`config.mk`:
```
export PLATFORM = sky130hd
export DESIGN_NAME = tlk2711_dma_rd_arb
export DESIGN_NICKNAME = d
export VERILOG_FILES = /design/src/rtl/tlk2711_dma_rd_arb.sv
export SDC_FILE = /design/constraint.sdc
export NUM_CORES = 1
export LEC_CHECK = 0
export BUFFER_PORTS_ARGS = -buffer_cell sky130_fd_sc_hd__buf_2
export CAP_MARGIN = 20
export CORE_UTILIZATION = 47
export CTS_CLUSTER_SIZE = 10
export DETAILED_ROUTE_END_ITERATION = 10
export GPL_TIMING_DRIVEN = 0
export PLACE_DENSITY = 0.85
export SLEW_MARGIN = 20
export SYNTH_ARGS = -nofsm -noshare
export SYNTH_HDL_FRONTEND = slang
export SYNTH_SLANG_ARGS = --single-unit
```
`constraint.sdc`:
```
create_clock -name clk -period 3.2 [get_ports clk]
set_clock_uncertainty 0.1 [all_clocks]
set_input_delay 0.16 -clock clk [delete_from_list [all_inputs] [get_ports clk]]
set_output_delay 0.16 -clock clk [all_outputs]
set_load 0.01 [all_outputs]
```
`src/rtl/tlk2711_dma_rd_arb.sv`:
```
// rtl/tlk2711_dma_rd_arb.sv - round-robin sharing of the DMA read-command channel, one command in flight
// Optional watchdog abort is enabled by defining TLK2711_RD_ARB_WDOG_EN.
module tlk2711_dma_rd_arb #(
  parameter int ADDR_WIDTH     = 32,
  parameter int DLEN_WIDTH     = 16,
  parameter int NUM_REQ        = 2,
  parameter int TIMEOUT_CYCLES = 65535
) (
  input  logic                                     clk,
  input  logic                                     rst,
  input  logic                                     i_soft_rst,
  input  logic [NUM_REQ-1:0]                       i_req,
  input  logic [NUM_REQ*(ADDR_WIDTH+DLEN_WIDTH)-1:0] i_cmd_data,
  output logic [NUM_REQ-1:0]                       o_ack,
  output logic [NUM_REQ-1:0]                       o_rd_last,
  output logic                                     o_dma_cmd_req,
  output logic [ADDR_WIDTH+DLEN_WIDTH-1:0]         o_dma_cmd_data,
  input  logic                                     i_dma_cmd_ack,
  input  logic                                     i_dma_rd_last,
  output logic [1:0]                               o_grant_id,
  output logic                                     o_busy,
  output logic                                     o_err,
  output logic                                     o_timeout
);

  localparam int CMD_W = ADDR_WIDTH + DLEN_WIDTH;
  localparam int IDX_W = $clog2(NUM_REQ);

  if (NUM_REQ < 2 || NUM_REQ > 4 || TIMEOUT_CYCLES < 1) begin : g_bad_params
    $error("tlk2711_dma_rd_arb: unsupported parameter set");
  end

  typedef enum logic [1:0] {IDLE, ISSUE, BUSY} state_t;

  state_t             state, state_n;
  logic [1:0]         rr_ptr, rr_ptr_n, grant_n, winner, next_ptr;
  logic [2:0]         idx;
  logic               found, cmd_req_n, err_n;
  logic [NUM_REQ-1:0] ack_n, rd_last_n;
  logic [CMD_W-1:0]   cmd_data_n;
  logic [IDX_W-1:0]   gidx;

  assign gidx     = o_grant_id[IDX_W-1:0];
  assign next_ptr = (o_grant_id == 2'(NUM_REQ-1)) ? 2'd0 : o_grant_id + 2'd1;
  assign o_busy   = (state != IDLE);

  // Search upward from rr_ptr with wrap; first requester found wins.
  always_comb begin
    found  = 1'b0;
    winner = 2'd0;
    idx    = 3'd0;
    for (int i = 0; i < NUM_REQ; i++) begin
      idx = {1'b0, rr_ptr} + 3'(i);
      if (idx >= 3'(NUM_REQ)) idx = idx - 3'(NUM_REQ);
      if (!found && i_req[idx[IDX_W-1:0]]) begin
        found  = 1'b1;
        winner = idx[1:0];
      end
    end
  end

`ifdef TLK2711_RD_ARB_WDOG_EN
  localparam int WD_W = $clog2(TIMEOUT_CYCLES + 1);
  logic [WD_W-1:0] wd_cnt, wd_cnt_n;
  logic            wd_expire, timeout_n;
  assign wd_expire = (wd_cnt == WD_W'(TIMEOUT_CYCLES - 1));
`endif

  always_comb begin
    state_n    = state;
    rr_ptr_n   = rr_ptr;
    grant_n    = o_grant_id;
    cmd_req_n  = o_dma_cmd_req;
    cmd_data_n = o_dma_cmd_data;
    ack_n      = '0;
    rd_last_n  = '0;
    err_n      = o_err;
`ifdef TLK2711_RD_ARB_WDOG_EN
    timeout_n  = 1'b0;
`endif
    if (i_soft_rst) begin
      state_n   = IDLE;
      cmd_req_n = 1'b0;
      rr_ptr_n  = 2'd0;
      err_n     = 1'b0;
    end else begin
      case (state)
        IDLE: begin
          if (i_dma_rd_last) err_n = 1'b1;
          if (found) begin
            grant_n    = winner;
            cmd_data_n = i_cmd_data[int'(winner)*CMD_W +: CMD_W];
            cmd_req_n  = 1'b1;
            state_n    = ISSUE;
          end
        end
        ISSUE: begin
          if (i_dma_cmd_ack) begin
            cmd_req_n    = 1'b0;
            ack_n[gidx]  = 1'b1;
            rr_ptr_n     = next_ptr;
            state_n      = BUSY;
            if (i_dma_rd_last) begin
              rd_last_n[gidx] = 1'b1;
              state_n         = IDLE;
            end
          end else if (i_dma_rd_last) begin
            err_n = 1'b1;
          end
        end
        BUSY: begin
          if (i_dma_rd_last) begin
            rd_last_n[gidx] = 1'b1;
            state_n         = IDLE;
          end
        end
        default: state_n = IDLE;
      endcase
`ifdef TLK2711_RD_ARB_WDOG_EN
      // Abort only when no real event moved the FSM this cycle; release the owner via rd_last.
      if (state != IDLE && state_n == state && wd_expire) begin
        state_n         = IDLE;
        cmd_req_n       = 1'b0;
        timeout_n       = 1'b1;
        rd_last_n[gidx] = 1'b1;
        rr_ptr_n        = next_ptr;
      end
`endif
    end
`ifdef TLK2711_RD_ARB_WDOG_EN
    wd_cnt_n = (state_n == IDLE || state_n != state) ? '0 : wd_cnt + WD_W'(1);
`endif
  end

  always_ff @(posedge clk or posedge rst) begin
    if (rst) begin
      state          <= IDLE;
      rr_ptr         <= 2'd0;
      o_grant_id     <= 2'd0;
      o_dma_cmd_req  <= 1'b0;
      o_dma_cmd_data <= '0;
      o_ack          <= '0;
      o_rd_last      <= '0;
      o_err          <= 1'b0;
    end else begin
      state          <= state_n;
      rr_ptr         <= rr_ptr_n;
      o_grant_id     <= grant_n;
      o_dma_cmd_req  <= cmd_req_n;
      o_dma_cmd_data <= cmd_data_n;
      o_ack          <= ack_n;
      o_rd_last      <= rd_last_n;
      o_err          <= err_n;
    end
  end

`ifdef TLK2711_RD_ARB_WDOG_EN
  always_ff @(posedge clk or posedge rst) begin
    if (rst) begin
      wd_cnt    <= '0;
      o_timeout <= 1'b0;
    end else begin
      wd_cnt    <= wd_cnt_n;
      o_timeout <= timeout_n;
    end
  end
`else
  assign o_timeout = 1'b0;
`endif

endmodule

```
======== Word-level counts from Yosys, hierarchy flattened ========
Cells that the tools add are included.
W data, S select, Z words.
operators by class
  magnitude comparators ................... 6
  shifts and indexed selects .............. 1
  multipliers ............................. 1
  add/sub/neg operators ................... 4
  eq/ne operators ......................... 7
  reduce and logical (&&, ||, !) cells .... 13
  bitwise operators ....................... 1
  multiplexer cells ....................... 37
operators with widths
  operator               count
  $shiftx A96 B9 Y48     1
  $mux W2                19
  $mux W1                13
  $ne A3 B3 Y1 const B   4
  $reduce_and A3 Y1      3
  $lt A1 B2 Y1 const B   3
  $pmux W2 S3            1
  $reduce_bool A2 Y1     3
  $eq A2 B1 Y1 const B   2
  $mul A2 B2 Y4 const B  1
  $pmux W1 S2            2
  $pmux W2 S2            1
  $reduce_and A2 Y1      2
  $sub A2 B2 Y2 const B  2
  $add A2 B1 Y3 const B  1
  $ge A3 B2 Y1 const B   1
  $reduce_bool A3 Y1     1
  $add A2 B1 Y2 const B  1
  $eq A2 B2 Y1 const B   1
  $ge A2 B2 Y1 const B   1
  $logic_and A1 B1 Y1    2
  $logic_not A2 Y1       1
  $demux W1 S1           1
  $ge A1 B1 Y1 const B   1
  2 further kinds        2
word-level totals
  output and inout bits ................... 58
  register bits after elaboration ......... 60

======== Depth between registers and ports, before layout ========
Gate-level depths: netlist of the first run.
  depth in word-level cells ............... 11
  depth in mapped cells ................... 7
  gate-level depth less buffers ........... 6

======== Least setup slack after synthesis of the first run ========
Ideal clock, no wire load.
  path type ............................... flip-flop to flip-flop
  from .................................... register state[0]
  to ...................................... register o_dma_cmd_data[15]
  clock period less this slack ............ 1.601 ns
  path buffers ............................ 2
  library setup time ...................... 0.123 ns
  slack ................................... 1.599 ns
  stages on the path, launching flop included .. 8
  data arrival time ....................... 1.377 ns
  cell sequence ........................... dfrtp_1 > inv_1 > ha_1 > nor2b_1 > o21ai_1 > clkbuf_2 > buf_2 > o21ai_1
between the ends
  longest elaborated chain between the ends .. 2
ends and longest elaborated chain
  what                         RTL line  source
  start, declared              35        state_t state, state_n;
  start signal, assigned       146       state <= state_n;
  $logic_not A2 Y1             87        case (state)
  $reduce_and A3 Y1 (no line)  n/a
  end signal, assigned         150       o_dma_cmd_data <= cmd_data_n;
  end, declared                17        output logic [ADDR_WIDTH+DLEN_WIDTH-1:0] o_dma_cmd_data,
No other way between the ends.
A chain may end at the register's enable or synchronous reset.

======== Final worst setup path of the first run ========
  from .................................... register state[1]
  to ...................................... register o_dma_cmd_data[7]
The elaborated chain is that of the path after synthesis.

==> results of run 1 <==
==> critical path, delay by kind of cell, from the launching register on <==
| family | cells | cell delay, ns |
|---|---|---|
| flip-flops | 1 | 0.40 |
| buffers and inverters | 2 | 0.62 |
| AO/OA/AOI/OAI | 2 | 0.38 |
| adder cells (fa/ha/maj) | 1 | 0.22 |
| AND/OR/NAND/NOR | 2 | 0.31 |
==> metal layers <==
| metal | global-route usage [%] | share of wire (%) | vias up |
|---|---|---|---|
| met3 | 4.25 | 5.8 | 15 |
| met2 | 44.6 | 53 | 126 |
| li1 | - | - | 1291 |
| met1 | 28.1 | 39 | 1216 |
| met5 | 0 | 0 | - |
| met4 | 11.3 | 2.1 | 0 |
==> flip-flops by register name (all words and copies together) (netlist names) <==
| name | count |
|---|---|
| o_rd_last | 2 |
| o_dma_cmd_data | 48 |
| o_dma_cmd_req | 1 |
| o_err | 1 |
| o_ack | 2 |
| rr_ptr | 2 |
| state | 2 |
| o_grant_id | 2 |
==> through the flow <==
stage / area (um2) / hold slack [ns] / power [mW] / setup slack [ns] / cells
6_report: 3960 / 0.00740 / 2.79 / 1.08 / 526
5_1_grt: 3960 / 0.000749 / 2.98 / 0.952 / 526
4_1_cts: 3960 / 0.00180 / 2.82 / 1.09 / 526
3_5_place_dp: 3700 / 0.236 / 2.13 / 1.11 / 504
3_3_place_gp: 3690 / 0.327 / 2.07 / 0.820 / 504
2_1_floorplan: 2810 / 0.171 / 1.67 / 1.46 / 273
==> area by class of cell <==
type,count,area share (%)
clock inverters,4,1.20
repair buffers,165,21.6
multi-input cells,190,30.0
clock buffers,12,3.92
well taps,72,2.27
inverters,6,0.632
flip-flops and latches,60,37.9
plain buffers,17,2.43
==> cell families (layout without fill, tap and decap cells) <==
group | count (synthesis) | after routing
AND/OR/NAND/NOR | 69 | 69
buffers and inverters | 23 | 204
flip-flops | 60 | 60
multiplexers | 48 | 48
AO/OA/AOI/OAI | 67 | 67
adder cells (fa/ha/maj) | 5 | 5
other | 1 | 1
==> power groups by stage <==
stage | clock, mW | sequential [mW] | combinational (mW)
finish | 0.676 | 1.16 | 0.954
global route | 0.735 | 1.19 | 1.06
CTS | 0.690 | 1.16 | 0.965
detailed placement | 0 | 1.17 | 0.961
global placement | 0 | 1.16 | 0.918
floorplan | 0 | 1.28 | 0.390
==> worst paths after layout <==
kind,from,endpoint,slack (ns),cells after the start
worst max-delay path,state[1]$_DFFE_PP0P_,o_dma_cmd_data[7]$_DFFE_PP0P_,1.08,7
worst min-delay path,i_cmd_data[26],o_dma_cmd_data[26]$_DFFE_PP0P_,0.007,3
worst max register to register,state[1]$_DFFE_PP0P_,o_dma_cmd_data[7]$_DFFE_PP0P_,1.08,7
worst min register to register,o_dma_cmd_data[29]$_DFFE_PP0P_,o_dma_cmd_data[29]$_DFFE_PP0P_,0.38,2
max in group asynchronous,rst,o_dma_cmd_data[7]$_DFFE_PP0P_,2.11,3
min in group asynchronous,rst,o_dma_cmd_data[35]$_DFFE_PP0P_,0.41,3
==> cell usage in the layout (no fill, tap or decap), drive strengths merged <==
| master | count |
|---|---|
| o21ai | 54 |
| nor3b | 2 |
| nor3 | 3 |
| a21oi | 5 |
| a21boi | 1 |
| conb | 1 |
| o41ai | 1 |
| a31oi | 1 |
| inv | 6 |
| clkinvlp | 1 |
| buf | 166 |
| dlygate4sd3 | 6 |
| nor2 | 7 |
| o31ai | 2 |
| dfrtp | 60 |
| o22a | 1 |
| a311oi | 1 |
| nor2b | 1 |
| nand3b | 1 |
| nand2b | 1 |
| clkinv | 2 |
| bufinv | 1 |
| mux2i | 48 |
| ha | 5 |
| nand2 | 54 |
| a22o | 1 |
| clkbuf | 22 |
==> summary.md, run 1 <==
| Metric | Value |
|---|---|
| Synth-to-Final Area Change | 41.0% |
| Worst skew pair latency | 0.32 ns |
| Peak VDD IR | 0.517 mV |
| Mean Syn Cell Area | 10.3 um2 |
| Net load switching power | 0.967 mW |
| Mapped Nets | 381 |
| Initial Util | 49.8% |
| Clock network power share | 24.2% |
| Post-route setup TNS | 0 ns |
| Largest net degree at the start of global routing | 61 |
| Final Cycle Share | 66.3% |
| Int Power | 1.82 mW |
| DR vias/cell | 5.03 |
| Crit-path slowest cell | clkbuf_1 |
| Fmax | 471 MHz |
| Synth top area cells | dfrtp_1 53%, mux2i_1 17%, o21ai_1 7.5% |
| Setup CP Type | reg2reg |
| Max-cap violations | 0 |
| Final core utilization | 70.2% |
| H-tree depth | 3 |
| Remaining antenna violation count after routing | 0 |
| First-pass GRT wire length | 11.7 mm |
| Worst-path clk slew | 0.07 ns |
| Startpoint Class | flop |
| Post-cts sizing count | 0 |
| Post-synthesis mux area share | 17.1% |
| Switching Fraction | 34.6% |
| CP peak stage delay | 0.48 ns |
| Iter 0 DRT Violations | 122 |
| Initial antenna violation count | 0 |
| Count leader, synth | dfrtp_1 |
| GR Overflow Total | 0 |
| Multi-input logic area | 1190 um2 |
| Arrival @ worst endpoint | 2.25 ns |
| Worst Setup End Kind | flop |
| Critical Path RT | 3.33 ns |
| Simple-gate share of the synthesized area | 9.93% |
| Worst min path class | in2reg |
| EDFF count, synth | 0 |
| Final Slew Violations | 0 |
| Diode count | 0 |
| Deepest clock path buffer count | 2 |
| Seq/Total Area, Yosys | 53.5% |
| Rel. slew slack | 52.5% |
| DPL Wire Length | 5.55 mm |
| Area share of fa/ha/maj cells after synthesis | 2.23% |
| I/O Buffers | 159 |
| DRT Wirelength | 7.41 mm |
| Seq pwr share | 41.6% |
| Yosys reg bits | 60 |
| Min Tclk post-route | 2.12 ns |
| CTS Hold Buffers Added | 6 |
| Largest family of logic cells by synthesized area | multiplexers |
| Yosys warning total | 0 |
| CTS root buf | clkbuf_8 |
| RSZ-0062 raised after global routing | no |
| Routed vias | 2648 |
| Total GRT Usage | 24.6% |
| Synth Area in Compound Gates | 12.9% |
| Power Density | 705 nW/um2 |
| Die Y | 79.3 um |
| Die area | 6290 um2 |
| Synthesized cell area | 2810 um2 |
| Num CTS Buffers | 9 |
| Leak | 2.27 nW |
| Setup bufs post-CTS | 0 |
| Core Area | 5640 um2 |
| Cells after synthesis | 273 |
| Synth cell count leaders | 60 x dfrtp_1, 54 x nand2_1, 48 x mux2i_1 |
| First-pass detailed-route iteration total | 4 |
| Number of core rows | 27 |
| Yosys top cell by area | dfrtp_1 |
| Finish-stage setup viols | 0 |
| Top cell type's share of synthesized area | 53.5% |
| Post-Synth XOR/XNOR Area | 0% |
| Final hold violations | 0 |
| Die width | 79.3 um |
| Remaining DRCs | 0 |
| Share of cells above drive strength 1 | 40.7% |
| Cells along the critical path | inv_1, ha_1, nor2b_1, o21ai_1, clkbuf_1, nand2_1, o21ai_0 |
| Ys async rst share | 100% |
| # IOs | 161 |
| Vias in the first global route | 2591 |
| Distinct cells, synth | 29 |
| Fillers | 440 |
| Num Clock Sinks | 60 |
| Worst slew pin tran | 0.713 ns |
| Net count reported at finish | 557 |
| GPL Wtd Cong | 0.885 |
| Ys flop type | dfrtp_1 |
| WL per Instance | 14.1 um |
| Maximum fanout along the worst path | 10 |
| Status | complete, no violations |
| Register area | 1500 um2 |
| CTS tree | built |
| Gate power share | 34.2% |
No activity file was read; power rests on OpenSTA's default activity.
==> inputs of run 2 (changes only) <==
Settings changed: ABC_AREA set to 1, CORE_UTILIZATION 47 to 41, PLACE_DENSITY 0.85 to 0.77.
Clock period 3.2 ns to 1.9 ns, I/O delays scaled along.
==> run 2 against run 1 <==
Sequential share of layout area decreased by 6.1 points. Die area increased by 25%. Via count increased by 26%. Global-route usage decreased by 1.1 points. Routed wire length increased by 22%. Cell count increased by 36%. Register-to-register slack got worse by 0.85 ns. Flip-flop and latch count unchanged. Non-clock buffer count increased by 51. Largest cell class unchanged. Largest power group is now combinational logic. Highest routed layer unchanged.
==> summary.md, run 2 <==
| Metric | Value |
|---|---|
| Post-synthesis mux area share | 0% |
| Remaining antenna violation count after routing | 0 |
| Post-route setup TNS | 0 ns |
| Num CTS Buffers | 9 |
| Power Density | 1170 nW/um2 |
| Startpoint Class | flop |
| Post-Synth XOR/XNOR Area | 0% |
| Setup CP Type | reg2reg |
| Post-cts sizing count | 0 |
| First-pass detailed-route iteration total | 4 |
| Initial Util | 42.3% |
| Num Clock Sinks | 60 |
| Cells after synthesis | 388 |
| Final hold violations | 0 |
| Vias in the first global route | 3158 |
| H-tree depth | 3 |
| Diode count | 0 |
| Core Area | 7250 um2 |
| Most frequent cells in the layout | 168 x buf_2, 115 x nand2_1, 60 x dfrtp_1 |
| DR vias/cell | 4.66 |
| DPL Wire Length | 5.89 mm |
| Count leader, synth | nand2_1 |
| Worst-path clk slew | 0.07 ns |
| Min Tclk post-route | 1.67 ns |
| Yosys reg bits | 60 |
| Die Y | 88.6 um |
| Reg with most FFs | o_dma_cmd_data |
| Mapped Nets | 496 |
| DRT Wirelength | 9.03 mm |
| Total GRT Usage | 23.5% |
| Routed vias | 3326 |
| Max-cap violations | 0 |
| GPL Wtd Cong | 0.891 |
| Arrival @ worst endpoint | 1.81 ns |
| Mean Syn Cell Area | 7.92 um2 |
| Area share of fa/ha/maj cells after synthesis | 2.04% |
| Status | complete, no violations |
| Largest net degree at the start of global routing | 59 |
| RSZ-0062 raised after global routing | no |
| Peak VDD IR | 0.523 mV |
| First-pass GRT wire length | 13.9 mm |
| Remaining DRCs | 0 |
| WHS | 0.0150 ns |
| Final Slew Violations | 0 |
| Maximum fanout along the worst path | 10 |
| Seq/Total Area, Yosys | 48.9% |
| # IOs | 161 |
| EDFF count, synth | 0 |
| Leak | 2.66 nW |
| Ys flop type | dfrtp_1 |
| WL per Instance | 12.7 um |
| Simple-gate share of the synthesized area | 18.8% |
| Finish-stage setup viols | 0 |
| Largest family of logic cells by synthesized area | simple AND/OR/NAND/NOR gates |
| Synth top area cells | dfrtp_1 49%, nand2_1 14%, o21ai_1 8.6% |
| Synthesized cell area | 3070 um2 |
| Worst min path class | in2reg |
| CTS tree | built |
| Synth Area in Compound Gates | 18.2% |
| Number of core rows | 31 |
| Synth cell count leaders | 115 x nand2_1, 60 x dfrtp_1, 57 x inv_1 |
| CTS root buf | clkbuf_8 |
| GR Overflow Total | 0 |
| Net count reported at finish | 718 |
| Share of cells above drive strength 1 | 34.4% |
| I/O Buffers | 158 |
| Iter 0 DRT Violations | 124 |
| Critical Path RT | 2.03 ns |
| Top cell type's share of synthesized area | 48.9% |
| Yosys top cell by area | dfrtp_1 |
| Ys async rst share | 100% |
| Die width | 88.6 um |
| Distinct cells, synth | 24 |
| Synth-to-Final Area Change | 53.8% |
| Initial antenna violation count | 0 |
| Worst skew pair latency | 0.32 ns |
| Yosys warning total | 0 |
| Fmax | 598 MHz |
| Die area | 7840 um2 |
| Worst Setup End Kind | flop |
| Deepest clock path buffer count | 2 |
| Max reg flops | 48 |
| Final Cycle Share | 88.0% |
| Commonest non-fill, non-tap cell in the layout | buf_2 |
| Fillers | 635 |
run 2: cell types whose count changed in the layout (fill, tap and decap cells not counted), moves of 4 or more:
cell | before | now
mux2i_1 | 48 | 0
o21ai_1 | 42 | 53
buf_2 | 160 | 168
o21ai_0 | 11 | 37
nand4_1 | 0 | 5
nand2_1 | 54 | 115
clkbuf_1 | 10 | 2
buf_6 | 2 | 6
inv_1 | 4 | 56
nand3_1 | 0 | 5
o21ai_2 | 1 | 10
dlygate4sd3_1 | 6 | 52
run 2: what timing repair did:
item / CTS / global route
buffers inserted: 0 / 0
endpoints found under the hold margin: 107 / 0
hold buffers: 52 / 0
run 2: final cells by class:
cell class	count	area [um2]	share of cell area, %
multi-input combinational	248	1200	25.5
clock buffer	14	183	3.87
timing repair buffer	211	1340	28.3
sequential	60	1500	31.8
buffer	22	149	3.15
clock inverter	1	5.00	0.106
tap	99	124	2.62
inverter	58	220	4.66
run 2: worst paths after layout:
path                            cells after the start                             end  slack (ns)                      start
worst min-delay path                                5  o_dma_cmd_data[20]$_DFFE_PP0P_        0.01             i_cmd_data[20]
worst max-delay path                                8  o_dma_cmd_data[14]$_DFFE_PP0P_        0.23       state[0]$_DFFE_PP0P_
min in group asynchronous                           3  o_dma_cmd_data[20]$_DFFE_PP0P_        0.11                        rst
worst min register to register                      2       o_dma_cmd_req$_DFFE_PP0P_        0.38  o_dma_cmd_req$_DFFE_PP0P_
worst max register to register                      8  o_dma_cmd_data[14]$_DFFE_PP0P_        0.23       state[0]$_DFFE_PP0P_
max in group asynchronous                           4  o_dma_cmd_data[45]$_DFFE_PP0P_        1.13                        rst
run 2: worst max-delay path, cell delays in order (launching register included):
cell     delay, ns
dfrtp_1       0.40
inv_1         0.10
ha_1          0.20
inv_1         0.12
nor2_4        0.05
nand2_1       0.17
buf_2         0.28
nand2_1       0.08
o21ai_0       0.09
run 2: where the power goes:
part	switching (mW)	internal, mW	leakage [nW]
sequential	0.318	1.84	0.745
clock	0.449	0.608	0.0986
combinational	1.32	1.00	1.82
total	2.09	3.45	2.66
run 2: logic make-up (layout without fill, tap and decap cells):
group,after synthesis,after routing
simple gates,138,138
compound gates,104,104
buf+inv,80,306
flops,60,60
fa+ha+maj,5,5
other cells,1,1
run 2: stage by stage:
step                      worst slack (ns)  instances  power [mW]  area [um2]  util (%)
final                                0.227        713        5.53        4720      65.1
after global routing                0.0151        713        5.98        4720      65.1
after CTS                            0.206        713        5.57        4720      65.1
after detailed placement             0.230        646        4.40        4020      55.4
after global placement              -0.529        645        4.33        3990      55.0
after floorplan                      0.220        388        3.44        3070         -
run 2: layer usage:
| layer | share of wire, % | GRT usage, % | up-vias | routed length, um |
|---|---|---|---|---|
| met5 | 0 | 0 | - | 0 |
| met4 | 2.1 | 9.68 | 0 | 189 |
| met3 | 5.1 | 3.82 | 17 | 464 |
| met2 | 51 | 42.9 | 138 | 4640 |
| met1 | 41 | 27.3 | 1503 | 3740 |
| li1 | - | - | 1668 | - |
==> inputs of run 3 (changes only) <==
Settings changed: RECOVER_POWER set to 25.
==> run 3 against run 2 <==
Cell count stayed put. Core utilization decreased by 0.31 points. Maximum frequency is essentially flat. Routed wire length up 0.12%. Clock-buffer cell count is the same. Combinational power about the same. Clock power hardly changed. Final area down 0.48%. Sequential share of layout area rose by 0.15 points. Global-route usage unchanged. Critical path depth is the same.
==> summary.md, run 3 (synthesis gave the netlist of run 2 again) <==
| Metric | Value |
|---|---|
| Status | complete, no violations |
| Reg with most FFs | o_dma_cmd_data |
| Switching Fraction | 37.7% |
| CTS tree | built |
| Worst min path class | in2reg |
| Post-cts sizing count | 0 |
| Max-cap violations | 0 |
| Met3 usage | 3.82% |
| Most frequent cells in the layout | 167 x buf_2, 115 x nand2_1, 60 x dfrtp_1 |
| Seq pwr share | 39.1% |
| Die Y | 88.6 um |
| Final Cycle Share | 88.0% |
| Number of core rows | 31 |
| Post-route setup TNS | 0 ns |
| Share of cells above drive strength 1 | 34.2% |
| Cells along the critical path | inv_1, ha_1, inv_1, nor2_4, nand2_1, buf_2, nand2_1, o21ai_0 |
| Iter 0 DRT Violations | 139 |
| # IOs | 161 |
| Leak | 2.64 nW |
| Startpoint Class | flop |
| CTS root buf | clkbuf_8 |
| Worst Setup End Kind | flop |
| Met1 GRT Util | 27.3% |
| WL per Instance | 12.7 um |
| Dpl cell area | 4020 um2 |
| Design Area, Final | 4700 um2 |
| Reg2Reg Capture Point | o_dma_cmd_data[14]$_DFFE_PP0P_ |
| Fmax | 598 MHz |
| Num Clock Sinks | 60 |
| Remaining DRCs | 0 |
| I/O Buffers | 158 |
| Remaining antenna violation count after routing | 0 |
| Slack of the worst reg-to-reg path | 0.23 ns |
| Commonest non-fill, non-tap cell in the layout | buf_2 |
| Core Area | 7250 um2 |
| Worst skew pair latency | 0.32 ns |
| Reg2reg path depth | 8 |
| Worst slew pin tran | 0.775 ns |
| DR vias/cell | 4.66 |
| Crit. Startpoint | state[0]$_DFFE_PP0P_ |
| GPL Wtd Cong | 0.891 |
| Setup CP Type | reg2reg |
| DRT Wirelength | 9.04 mm |
| Gate power share | 41.8% |
| Maximum fanout along the worst path | 10 |
| Net load switching power | 2.08 mW |
| Total GRT Usage | 23.5% |
| Vias in the first global route | 3158 |
| Largest net degree at the start of global routing | 59 |
| Critical Path RT | 2.03 ns |
| Crit-path slowest cell | dfrtp_1 |
| Total power | 5.53 mW |
| FF-to-FF Start | state[0]$_DFFE_PP0P_ |
| First-pass detailed-route iteration total | 4 |
| Clock network power share | 19.1% |
| Diode count | 0 |
| Max reg flops | 48 |
| Int Power | 3.44 mW |
| Final hold violations | 0 |
| Arrival @ worst endpoint | 1.81 ns |
| GR Overflow Total | 0 |
| Finish-stage setup viols | 0 |
| Net count reported at finish | 718 |
| CP peak stage delay | 0.40 ns |
| WHS | 0.0149 ns |
| Deepest clock path buffer count | 2 |
| Final Slew Violations | 0 |
| CP endpoint | o_dma_cmd_data[14]$_DFFE_PP0P_ |
| H-tree depth | 3 |
| Rel. slew slack | 48.4% |
| Die area | 7840 um2 |
| Peak VDD IR | 0.523 mV |
| GRT Max-Usage Layer | met2 |
| GR Layer Usage met2 | 42.9% |
| RSZ-0062 raised after global routing | no |
| Routed vias | 3323 |
| Initial Util | 42.3% |
| Initial antenna violation count | 0 |
| Fillers | 638 |
| Min Tclk post-route | 1.67 ns |
| DPL Wire Length | 5.89 mm |
| Synth-to-Final Area Change | 53.1% |
| First-pass GRT wire length | 13.9 mm |
| Worst-path clk slew | 0.07 ns |
| Die width | 88.6 um |
| Num CTS Buffers | 9 |
| Power Density | 1180 nW/um2 |
==> run 3: stage by stage <==
stage | cells | setup WS (ns) | util, %
2_1_floorplan | 388 | 0.220 | -
3_3_place_gp | 645 | -0.529 | 55.0
3_5_place_dp | 646 | 0.230 | 55.4
4_1_cts | 713 | 0.206 | 65.1
5_1_grt | 713 | 0.0151 | 64.8
6_report | 713 | 0.228 | 64.8
==> run 3: power groups by stage <==
stage | Clock (mW) | Combinational, mW | Sequential, mW
after global placement | 0 | 2.18 | 2.15
final | 1.06 | 2.31 | 2.16
after global routing | 1.15 | 2.60 | 2.22
after floorplan | 0 | 1.02 | 2.42
after CTS | 1.10 | 2.32 | 2.15
after detailed placement | 0 | 2.24 | 2.16
==> run 3: what timing repair did <==
| action | in CTS | in global routing |
|---|---|---|
| setup buffers | 0 | 0 |
| hold endpoints to repair | 107 | 0 |
| hold buffers | 52 | 0 |
==> run 3: how the worst min path moves through the flow <==
stage                   start                             end  slack [ns]  cells past startpoint
6_report       i_cmd_data[20]  o_dma_cmd_data[20]$_DFFE_PP0P_        0.01                      5
5_1_grt        i_cmd_data[42]  o_dma_cmd_data[42]$_DFFE_PP0P_        0.02                      5
4_1_cts        i_cmd_data[42]  o_dma_cmd_data[42]$_DFFE_PP0P_      0.0001                      5
3_5_place_dp              rst  o_dma_cmd_data[20]$_DFFE_PP0P_       -0.13                      2
3_3_place_gp   i_cmd_data[65]  o_dma_cmd_data[17]$_DFFE_PP0P_        0.27                      3
2_1_floorplan   i_dma_rd_last          o_rd_last[0]$_DFF_PP0_        0.13                      2
==> run 3: per-layer routing <==
| layer | part of all wire [%] | up-vias |
|---|---|---|
| li1 | - | 1667 |
| met5 | 0 | - |
| met3 | 4.9 | 15 |
| met1 | 42 | 1511 |
| met2 | 51 | 130 |
| met4 | 2.0 | 0 |
==> run 3: area by class of cell <==
class	count	area (um2)	area share [%]
multi-input cells	248	1200	25.6
clock inverters	1	5.00	0.106
repair buffers	211	1320	28.0
plain buffers	22	149	3.17
well taps	99	124	2.63
clock buffers	14	183	3.89
flip-flops and latches	60	1500	31.9
inverters	58	219	4.66
==> run 3: worst max-delay path: cells and delay by family (launching register included) <==
kind	cells	cell delay [ns]
and+or+nand+nor	3	0.30
buffers and inverters	3	0.50
DFF	1	0.40
adders and majority gates	1	0.20
AOI/OAI and AO/OA	1	0.09
